[src/rtl/petri_token_game_driver_if.sv]
// Bus between the dining-philosophers token-game driver and its consumer.
// en is a level enable, not a valid/ready pair: the driver fires only on edges where en=1,
// and each t strobe is a single-cycle pulse with no back-pressure, so the consumer must act on it that cycle.
interface petri_token_game_driver_if #(
    parameter int CNT_W = 16
);
    logic             en;
    logic [4:0]       hungry;
    logic             t0, t1, t2, t3, t4, t5, t6, t7, t8, t9;
    logic [9:0]       marking;
    logic [CNT_W-1:0] fire_cnt;
    logic [3:0]       rr_ptr;

    modport master (
        input  en, hungry,
        output t0, t1, t2, t3, t4, t5, t6, t7, t8, t9, marking, fire_cnt, rr_ptr
    );

    modport slave (
        output en, hungry,
        input  t0, t1, t2, t3, t4, t5, t6, t7, t8, t9, marking, fire_cnt, rr_ptr
    );
endinterface

[src/rtl/petri_token_game_driver.sv]
// Token-game driver for the 5-dining-philosophers Petri net: round-robin firing with eat timers.
// Optional macro CONCURRENT_FIRE_EN switches to maximal-step firing (all releases plus greedy takes).
module petri_token_game_driver #(
    parameter int EAT_CYCLES = 4,
    parameter int CNT_W      = 16
) (
    input logic                       clk,
    input logic                       reset,
    petri_token_game_driver_if.master bus
);
    localparam logic [7:0] EAT_LOAD = 8'(EAT_CYCLES - 1);

    logic [9:0]       marking_q, marking_d;
    logic [9:0]       t_q, t_d;
    logic [4:0][7:0]  timer_q, timer_d;
    logic [3:0]       rr_q, rr_d;
    logic [CNT_W-1:0] cnt_q, cnt_d;

    logic [9:0]       fire_en, fire_sel;
    logic [3:0]       first_k, k;
    logic [4:0]       sum;
    logic             found;
    logic [CNT_W-1:0] n_fired;
`ifdef CONCURRENT_FIRE_EN
    logic [3:0]       lt, rt;
`endif

    // State register: marking, timers, arbiter pointer, counter and strobes.
    always_ff @(posedge clk or negedge reset) begin
        if (!reset) begin
            marking_q <= 10'b01_0101_0101;
            t_q       <= '0;
            timer_q   <= '0;
            rr_q      <= '0;
            cnt_q     <= '0;
        end else begin
            marking_q <= marking_d;
            t_q       <= t_d;
            timer_q   <= timer_d;
            rr_q      <= rr_d;
            cnt_q     <= cnt_d;
        end
    end

    // Next-state: enable rules, arbitration, then marking/timer/pointer updates.
    always_comb begin
        fire_en = '0;
        for (int i = 0; i < 5; i++) begin
            fire_en[2*i]   = marking_q[2*i] & bus.hungry[i]
                           & ~marking_q[2*((i+4)%5)+1] & ~marking_q[2*((i+1)%5)+1];
            fire_en[2*i+1] = marking_q[2*i+1] & (timer_q[i] == 8'd0);
        end

        fire_sel = '0;
        first_k  = rr_q;
        found    = 1'b0;
        sum      = '0;
        k        = '0;
`ifdef CONCURRENT_FIRE_EN
        lt       = '0;
        rt       = '0;
`endif
        for (int j = 0; j < 10; j++) begin
            sum = {1'b0, rr_q} + 5'(j);
            k   = (sum >= 5'd10) ? 4'(sum - 5'd10) : sum[3:0];
`ifdef CONCURRENT_FIRE_EN
            // lt/rt are the take transitions of the left/right neighbour of take k.
            lt = (k == 4'd0) ? 4'd8 : k - 4'd2;
            rt = (k == 4'd8) ? 4'd0 : k + 4'd2;
            if (k[0])
                fire_sel[k] = fire_en[k];
            else
                fire_sel[k] = fire_en[k] & ~fire_sel[lt] & ~fire_sel[rt];
            if (fire_sel[k] && !found) begin
                found   = 1'b1;
                first_k = k;
            end
`else
            if (fire_en[k] && !found) begin
                found       = 1'b1;
                fire_sel[k] = 1'b1;
                first_k     = k;
            end
`endif
        end

`ifdef CONCURRENT_FIRE_EN
        n_fired = '0;
        for (int b = 0; b < 10; b++) n_fired = n_fired + CNT_W'(fire_sel[b]);
`else
        n_fired = CNT_W'(1);
`endif

        marking_d = marking_q;
        timer_d   = timer_q;
        rr_d      = rr_q;
        cnt_d     = cnt_q;
        t_d       = '0;
        if (bus.en) begin
            for (int i = 0; i < 5; i++) begin
                timer_d[i] = (timer_q[i] != 8'd0) ? timer_q[i] - 8'd1 : 8'd0;
                if (fire_sel[2*i]) begin
                    marking_d[2*i]   = 1'b0;
                    marking_d[2*i+1] = 1'b1;
                    timer_d[i]       = EAT_LOAD;
                end
                if (fire_sel[2*i+1]) begin
                    marking_d[2*i+1] = 1'b0;
                    marking_d[2*i]   = 1'b1;
                end
            end
            t_d = fire_sel;
            if (found) begin
                rr_d  = (first_k == 4'd9) ? 4'd0 : first_k + 4'd1;
                cnt_d = cnt_q + n_fired;
            end
        end
    end

    // Outputs straight from the registers.
    always_comb begin
        {bus.t9, bus.t8, bus.t7, bus.t6, bus.t5,
         bus.t4, bus.t3, bus.t2, bus.t1, bus.t0} = t_q;
        bus.marking  = marking_q;
        bus.fire_cnt = cnt_q;
        bus.rr_ptr   = rr_q;
    end

    // Net invariants: each philosopher in exactly one place, no two neighbours eating.
    logic inv_ok;
    always_comb begin
        inv_ok = 1'b1;
        for (int i = 0; i < 5; i++) begin
            if (!(marking_q[2*i] ^ marking_q[2*i+1])) inv_ok = 1'b0;
            if (marking_q[2*i+1] && marking_q[2*((i+1)%5)+1]) inv_ok = 1'b0;
        end
`ifndef CONCURRENT_FIRE_EN
        if (!$onehot0(t_q)) inv_ok = 1'b0;
`endif
    end

    a_invariants: assert property (@(posedge clk) disable iff (!reset) inv_ok);

endmodule

[src/flat_wrapper.sv]
// flat-port wrapper written by rule: the top's interface ports become plain ports
module petri_token_game_driver_flat 
#(
    parameter int EAT_CYCLES = 4,
    parameter int CNT_W      = 16
)
  (clk, reset, bus_en, bus_hungry, bus_t0, bus_t1, bus_t2, bus_t3, bus_t4, bus_t5, bus_t6, bus_t7, bus_t8, bus_t9, bus_marking, bus_fire_cnt, bus_rr_ptr);
  petri_token_game_driver_if #(.CNT_W(CNT_W)) bus_i ();
  input logic clk;
  input logic reset;
  input wire logic [$bits(bus_i.en)-1:0] bus_en;
  input wire logic [$bits(bus_i.hungry)-1:0] bus_hungry;
  output wire logic [$bits(bus_i.t0)-1:0] bus_t0;
  output wire logic [$bits(bus_i.t1)-1:0] bus_t1;
  output wire logic [$bits(bus_i.t2)-1:0] bus_t2;
  output wire logic [$bits(bus_i.t3)-1:0] bus_t3;
  output wire logic [$bits(bus_i.t4)-1:0] bus_t4;
  output wire logic [$bits(bus_i.t5)-1:0] bus_t5;
  output wire logic [$bits(bus_i.t6)-1:0] bus_t6;
  output wire logic [$bits(bus_i.t7)-1:0] bus_t7;
  output wire logic [$bits(bus_i.t8)-1:0] bus_t8;
  output wire logic [$bits(bus_i.t9)-1:0] bus_t9;
  output wire logic [$bits(bus_i.marking)-1:0] bus_marking;
  output wire logic [$bits(bus_i.fire_cnt)-1:0] bus_fire_cnt;
  output wire logic [$bits(bus_i.rr_ptr)-1:0] bus_rr_ptr;
  assign bus_i.en = bus_en;
  assign bus_i.hungry = bus_hungry;
  assign bus_t0 = bus_i.t0;
  assign bus_t1 = bus_i.t1;
  assign bus_t2 = bus_i.t2;
  assign bus_t3 = bus_i.t3;
  assign bus_t4 = bus_i.t4;
  assign bus_t5 = bus_i.t5;
  assign bus_t6 = bus_i.t6;
  assign bus_t7 = bus_i.t7;
  assign bus_t8 = bus_i.t8;
  assign bus_t9 = bus_i.t9;
  assign bus_marking = bus_i.marking;
  assign bus_fire_cnt = bus_i.fire_cnt;
  assign bus_rr_ptr = bus_i.rr_ptr;
  petri_token_game_driver #(.EAT_CYCLES(EAT_CYCLES), .CNT_W(CNT_W)) u_core (.clk(clk), .reset(reset), .bus(bus_i));
endmodule
[config.mk]
export PLATFORM = sky130hd
export DESIGN_NAME = petri_token_game_driver_flat
export DESIGN_NICKNAME = d
export VERILOG_FILES = /design/src/rtl/petri_token_game_driver_if.sv /design/src/rtl/petri_token_game_driver.sv /design/src/flat_wrapper.sv
export SDC_FILE = /design/constraint.sdc
export NUM_CORES = 1
export LEC_CHECK = 0
export ABC_AREA = 1
export ABC_CLOCK_PERIOD_IN_PS = 4600
export CAP_MARGIN = 10
export CORE_ASPECT_RATIO = 1.5
export CORE_MARGIN = 2
export CORE_UTILIZATION = 30
export DETAILED_ROUTE_END_ITERATION = 10
export DONT_BUFFER_PORTS = 1
export GPL_TIMING_DRIVEN = 0
export PLACE_DENSITY_LB_ADDON = 0.12
export SYNTH_ARGS = -nofsm -noshare
export SYNTH_HDL_FRONTEND = slang
export SYNTH_SLANG_ARGS = --single-unit
[constraint.sdc]
create_clock -name clk -period 4.6 [get_ports clk]
set_clock_uncertainty 0.05 [all_clocks]
set_input_delay 0.92 -clock clk [delete_from_list [all_inputs] [get_ports clk]]
set_output_delay 0.92 -clock clk [all_outputs]
set_load 0.1 [all_outputs]
==> impl_metrics.tcl, run 1 <==
set metrics [dict create \
    status "finished clean" \
    io_pins 48 \
    cts_tree "yes" \
    startpoint_type "register" \
    rows 70 \
    drt_iter0_markers 445 \
    slowest_delay_ns 0.71 \
    numClockSinks 80 \
    drc 0 \
    h-tree-depth 3 \
    via_per_inst 4.98 \
    placed_area_sq_mm 0.00785 \
    min_period_ns 4.44 \
    hold_viol_final 0 \
    dp_hpwl_microns 20800 \
    drv_cap 0 \
    critPathKind "reg2reg" \
    setup_tns_ns 0 \
    avgSynthCellArea_sq_um 6.61 \
    fp.dieH_microns 197 \
    timing.fmax_mhz 225 \
    synth_mux_area_share_pct 0 \
    cp.required_ns 4.82 \
    crit_path_max_fanout 10 \
    grt-ovfl-total 0 \
    ys_ff_latch 80 \
    synthXorXnorAreaFrac_pct 6.89 \
    gp_congestion 0.915 \
    cts_hold_buf 0 \
    worst_pin_slew_ns 1.13 \
    layout_common_cells "nand2_1 (267), inv_1 (128), nand3_1 (110), nor2_1 (106), dfrtp_1 (71)" \
    nets 1224 \
    stdcell_area_sq_mm 0.00908 \
    cts-root-buf "clkbuf_16" \
    grt_pass1_wl_microns 40900 \
    dr.pass1.iters 5 \
    fp.dieW_microns 133 \
    port_buffers 0 \
    setup_viol 0 \
    path_clk_slew_ns 0.06 \
    final_common_cell "nand2_1" \
    yosys.area_share.simple_pct 40.1 \
    ys_seq_area_share_pct 27.0 \
    syn2layout_area_growth_pct 22.1 \
    cts_made_buffers 9 \
    cp_slowest_cell "dfrtp_4" \
    start_util_pct 30.6 \
    clock_latency_ns 0.34 \
    wl_microns 26600 \
    nFillCells 2688 \
    core_sq_mm 0.0243 \
    drive_above_1_share_pct 20.3 \
    vias 7545 \
    rsz0062_at_grt "true" \
    antenna_left 0 \
    slew_violations 0 \
    end_kind "register" \
    grt_pass1_vias 7484 \
    antenna_found_initial 0 \
    gr-usage-all-layers_pct 20.2 \
    timing.rr.start "u_core.bus.rr_ptr[0]" \
    synth_top_family_by_area "simple AND/OR/NAND/NOR gates" \
    ys_types 58 \
    slew_headroom_pct 24.9 \
    synth_top_area_cell "dfrtp_1" \
    synthAdderAreaFrac_pct 5.31 \
    final-seq-area_sq_mm 0.00202 \
    wl_per_cell_microns 17.5 \
    grt_max_degree 81 \
    synth_top_area_share_pct 25.2 \
    fin_crit_sh_pct 96.4 \
    mappedNetlistArea_sq_mm 0.00744 \
    die-area_sq_mm 0.0261 \
    diodes 0 \
    cts_max_path_buffers 2 \
    ys_top_cells_by_area "dfrtp_1 (25%), nand2_1 (14%), nand3_1 (7.8%)" \
    arrival_ns 4.66 \
    synth_compound_area_share_pct 11.0 \
    hp-class "in2async" \
    multi_input_area_sq_mm 0.00517 \
    yosys_warnings 0 \
    syn_inst 1126 \
    syn_nets 1165 \
    cp-startpoint "u_core.bus.rr_ptr[0]" \
]
## routing by layer
layer	vias up	part of all wire, %	track usage (%)	wire length, microns
met5	-	0	0	0
met4	0	4.8	10.8	1280
met3	58	2.7	1.80	728
met2	151	55	39.1	14500
met1	3533	38	21.4	10100
li1	3803	-	-	-
## Yosys cell counts, drive strengths merged
library cell / n
nand2: 310
inv: 157
nor2: 137
nand3: 125
dfrtp: 75
o21ai: 57
xor2: 38
ha: 30
nand4: 29
nor3: 29
a21oi: 28
xnor2: 15
buf: 13
clkbuf: 10
o31ai: 10
o211ai: 8
nor4: 7
a31oi: 6
o221ai: 6
dfstp: 5
o22ai: 5
and2: 3
nand3b: 3
o21bai: 3
o32ai: 3
o2111ai: 2
a21boi: 1
a32oi: 1
a41oi: 1
and3: 1
fa: 1
nand2b: 1
nor2b: 1
nor3b: 1
o311ai: 1
o41ai: 1
or2: 1
or3: 1
## flip-flops by register name (all words and copies together) (netlist names)
signal / flops
u_core.t_q: 10
u_core.bus.fire_cnt: 16
u_core.bus.rr_ptr: 4
u_core.bus.marking: 10
u_core.timer_q: 40
## worst max-delay path: cells and delay by family (launching register included)
kind	cells	cell delay, ns
adder cells (fa/ha/maj)	2	0.40
AND/OR/NAND/NOR	15	1.74
AO/OA/AOI/OAI	3	0.36
flip-flops	1	0.71
buffers and inverters	8	1.06
## metrics by stage
step                      util (%)  std cells  setup WS [ns]  hold WS (ns)
after floorplan                  -       1126         0.0903         0.425
after global placement        32.2       1450          -1.49         0.448
after detailed placement      32.2       1450          -1.47         0.451
after CTS                     35.1       1488       0.000405         0.210
after global routing          37.3       1514        -0.0939         0.204
final                         37.3       1514          0.165         0.219
## cells by family (layout without fill, tap and decap cells)
kind of cell	Yosys count	count (layout)
AND/OR/NAND/NOR	649	649
AO/OA/AOI/OAI	133	133
buffers and inverters	180	244
flip-flops	80	80
adder cells (fa/ha/maj)	31	31
XOR/XNOR	53	53
## final cells by class
type / instances / share of cell area (%)
repair buffers: 50 / 4.28
inverters: 157 / 6.87
clock buffers: 12 / 2.82
well taps: 324 / 4.46
clock inverters: 4 / 0.317
plain buffers: 21 / 2.05
multi-input cells: 866 / 56.9
flip-flops and latches: 80 / 22.3
## worst paths after layout
kind                                    endpoint  slack (ns)  cells after the start
max                         u_core.bus.rr_ptr[3]        0.16                     28
min                            u_core.timer_q[2]        0.22                      0
max reg2reg                 u_core.bus.rr_ptr[3]        0.16                     28
min reg2reg                    u_core.timer_q[0]        0.46                      1
max in group asynchronous  u_core.bus.marking[2]        4.06                      0
min in group clk               u_core.timer_q[0]        0.46                      1
## timing repair
action                     CTS  global route
setup endpoints to repair   80            71
pin swaps                   18            26
resized for setup           69            79
gates cloned                 0             1
buffers inserted            24            25
Power of run 1 is left out: the tool's default activity adds up to more than one toggle a clock period on the data nets, which glitch-free logic cannot reach.
==> run 2: changes to the inputs <==
--- a/config.mk
+++ b/config.mk
@@ -6,7 +6,7 @@
 export NUM_CORES = 1
 export LEC_CHECK = 0
 export ABC_AREA = 1
-export ABC_CLOCK_PERIOD_IN_PS = 4600
+export ABC_CLOCK_PERIOD_IN_PS = 5700
 export CAP_MARGIN = 10
 export CORE_ASPECT_RATIO = 1.5
 export CORE_MARGIN = 2
==> constraint.sdc (replaced) <==
create_clock -name clk -period 5.7 [get_ports clk]
set_clock_uncertainty 0.05 [all_clocks]
set_input_delay 1.14 -clock clk [delete_from_list [all_inputs] [get_ports clk]]
set_output_delay 1.14 -clock clk [all_outputs]
set_load 0.1 [all_outputs]
==> impl_metrics.tcl, run 2 (same netlist as run 1, synthesis figures left out) <==
set metrics [dict create \
    worst_pin_slew_ns 1.13 \
    critPathKind "reg2reg" \
    die-area_sq_mm 0.0261 \
    cts_made_buffers 9 \
    arrival_ns 5.37 \
    postLayoutCoreUtil_pct 33.6 \
    path_clk_slew_ns 0.07 \
    r2r_end "u_core.bus.rr_ptr[3]" \
    drt_iter0_markers 449 \
    slowest_delay_ns 0.67 \
    final_common_cell "nand2_1" \
    grt_pass1_wl_microns 40200 \
    timing.fmax_mhz 193 \
    worst_slack_ns 0.515 \
    nets 1175 \
    gr-usage-all-layers_pct 19.7 \
    crit_path_max_fanout 15 \
    hp-class "in2async" \
    antenna_left 0 \
    via_per_inst 4.96 \
    largest_reg_flops 40 \
    cts_tree "yes" \
    r2r_setup_slack_ns 0.52 \
    port_buffers 0 \
    cp_num_buf_inv 5 \
    cts-root-buf "clkbuf_16" \
    syn2layout_area_growth_pct 10.0 \
    hold_viol_final 0 \
    grt_pass1_vias 7243 \
    crit_family "simple AND/OR/NAND/NOR gates" \
    status "finished clean" \
    dp_hpwl_microns 20500 \
    start_util_pct 30.6 \
    layout_common_cells "nand2_1 (284), inv_1 (135), nor2_1 (121), nand3_1 (115), dfrtp_1 (72)" \
    drv_cap 0 \
    cp.required_ns 5.88 \
    grt-ovfl-total 0 \
    gp_congestion 0.958 \
    fp.dieH_microns 197 \
    end_kind "register" \
    io_pins 48 \
    cp_slowest_cell "dfrtp_4" \
    holdWs_ns 0.441 \
    slew_violations 0 \
    grt_max_degree 81 \
    drc 0 \
    rsz0062_at_grt "false" \
    min_period_ns 5.18 \
    fp.dieW_microns 133 \
    vias 7265 \
    timing.rr.start "u_core.bus.rr_ptr[0]" \
    wl_per_cell_microns 17.4 \
    slew_headroom_pct 24.5 \
    h-tree-depth 3 \
    place_ws_ns -0.574 \
    antenna_found_initial 0 \
    drive_above_1_share_pct 11.1 \
    rows 70 \
    setup_viol 0 \
    cts_max_path_buffers 2 \
    diodes 0 \
    dr.pass1.iters 6 \
    clock_latency_ns 0.34 \
    reg2reg_depth 27 \
    wl_microns 25500 \
    startpoint_type "register" \
    crit_top_cell "nand2_1" \
    top_register "u_core.timer_q" \
    fin_crit_sh_pct 91.0 \
    numClockSinks 80 \
    core_sq_mm 0.0243 \
]
-- run 2: what timing repair did --
item | 4_1_cts | 5_1_grt
resized for setup | 4 | 7
cloned | 0 | 0
setup endpoints to repair | 79 | 55
setup buffers | 0 | 0
hold buffers | 0 | 0
-- run 2: layer usage --
| metal | vias to the layer above | GRT usage (%) | share of wire [%] |
|---|---|---|---|
| li1 | 3700 | - | - |
| met1 | 3379 | 21.6 | 40 |
| met2 | 141 | 38.0 | 54 |
| met3 | 45 | 1.80 | 2.7 |
| met4 | 0 | 9.00 | 3.8 |
| met5 | - | 0 | 0 |
-- run 2: stage by stage --
stage                     setup TNS, ns  cells  instance area [sq um]
after floorplan                       0   1126                   7440
after global placement           -27.05   1450                   7850
after detailed placement         -26.89   1450                   7850
after CTS                             0   1465                   8170
after global routing                  0   1465                   8190
final                                 0   1465                   8190
-- run 2: layout make-up --
type                            instances  area [sq um]
Tap cell                              324           405
Sequential cell                        80          2010
Fill cell                            2735         16200
Multi-Input combinational cell        866          4730
Inverter                              157           597
Clock inverter                          6          85.1
Buffer                                 22           124
Clock buffer                           10           229
-- run 2: worst max-delay path by stage --
stage | from | to | cells after the start | slack [ns]
CTS | u_core.bus.rr_ptr[0] | u_core.bus.marking[7] | 25 | 0.17
detailed placement | u_core.bus.rr_ptr[0] | u_core.timer_q[9] | 22 | -0.57
global route | u_core.bus.rr_ptr[0] | u_core.bus.rr_ptr[3] | 27 | 0.05
floorplan | u_core.bus.rr_ptr[0] | u_core.bus.rr_ptr[3] | 27 | 0.93
global placement | u_core.bus.rr_ptr[0] | u_core.timer_q[9] | 22 | -0.67
finish | u_core.bus.rr_ptr[0] | u_core.bus.rr_ptr[3] | 27 | 0.52
Power of run 2 is left out for the same reason.
==> run 3: changes to the inputs <==
--- a/config.mk
+++ b/config.mk
@@ -7,7 +7,6 @@
 export LEC_CHECK = 0
 export ABC_AREA = 1
 export ABC_CLOCK_PERIOD_IN_PS = 5700
-export CAP_MARGIN = 10
 export CORE_ASPECT_RATIO = 1.5
 export CORE_MARGIN = 2
 export CORE_UTILIZATION = 30
==> results of run 3 <==
Final layout, timing and power as in run 2 (identical DEF).
Power of run 3 is left out for the same reason.
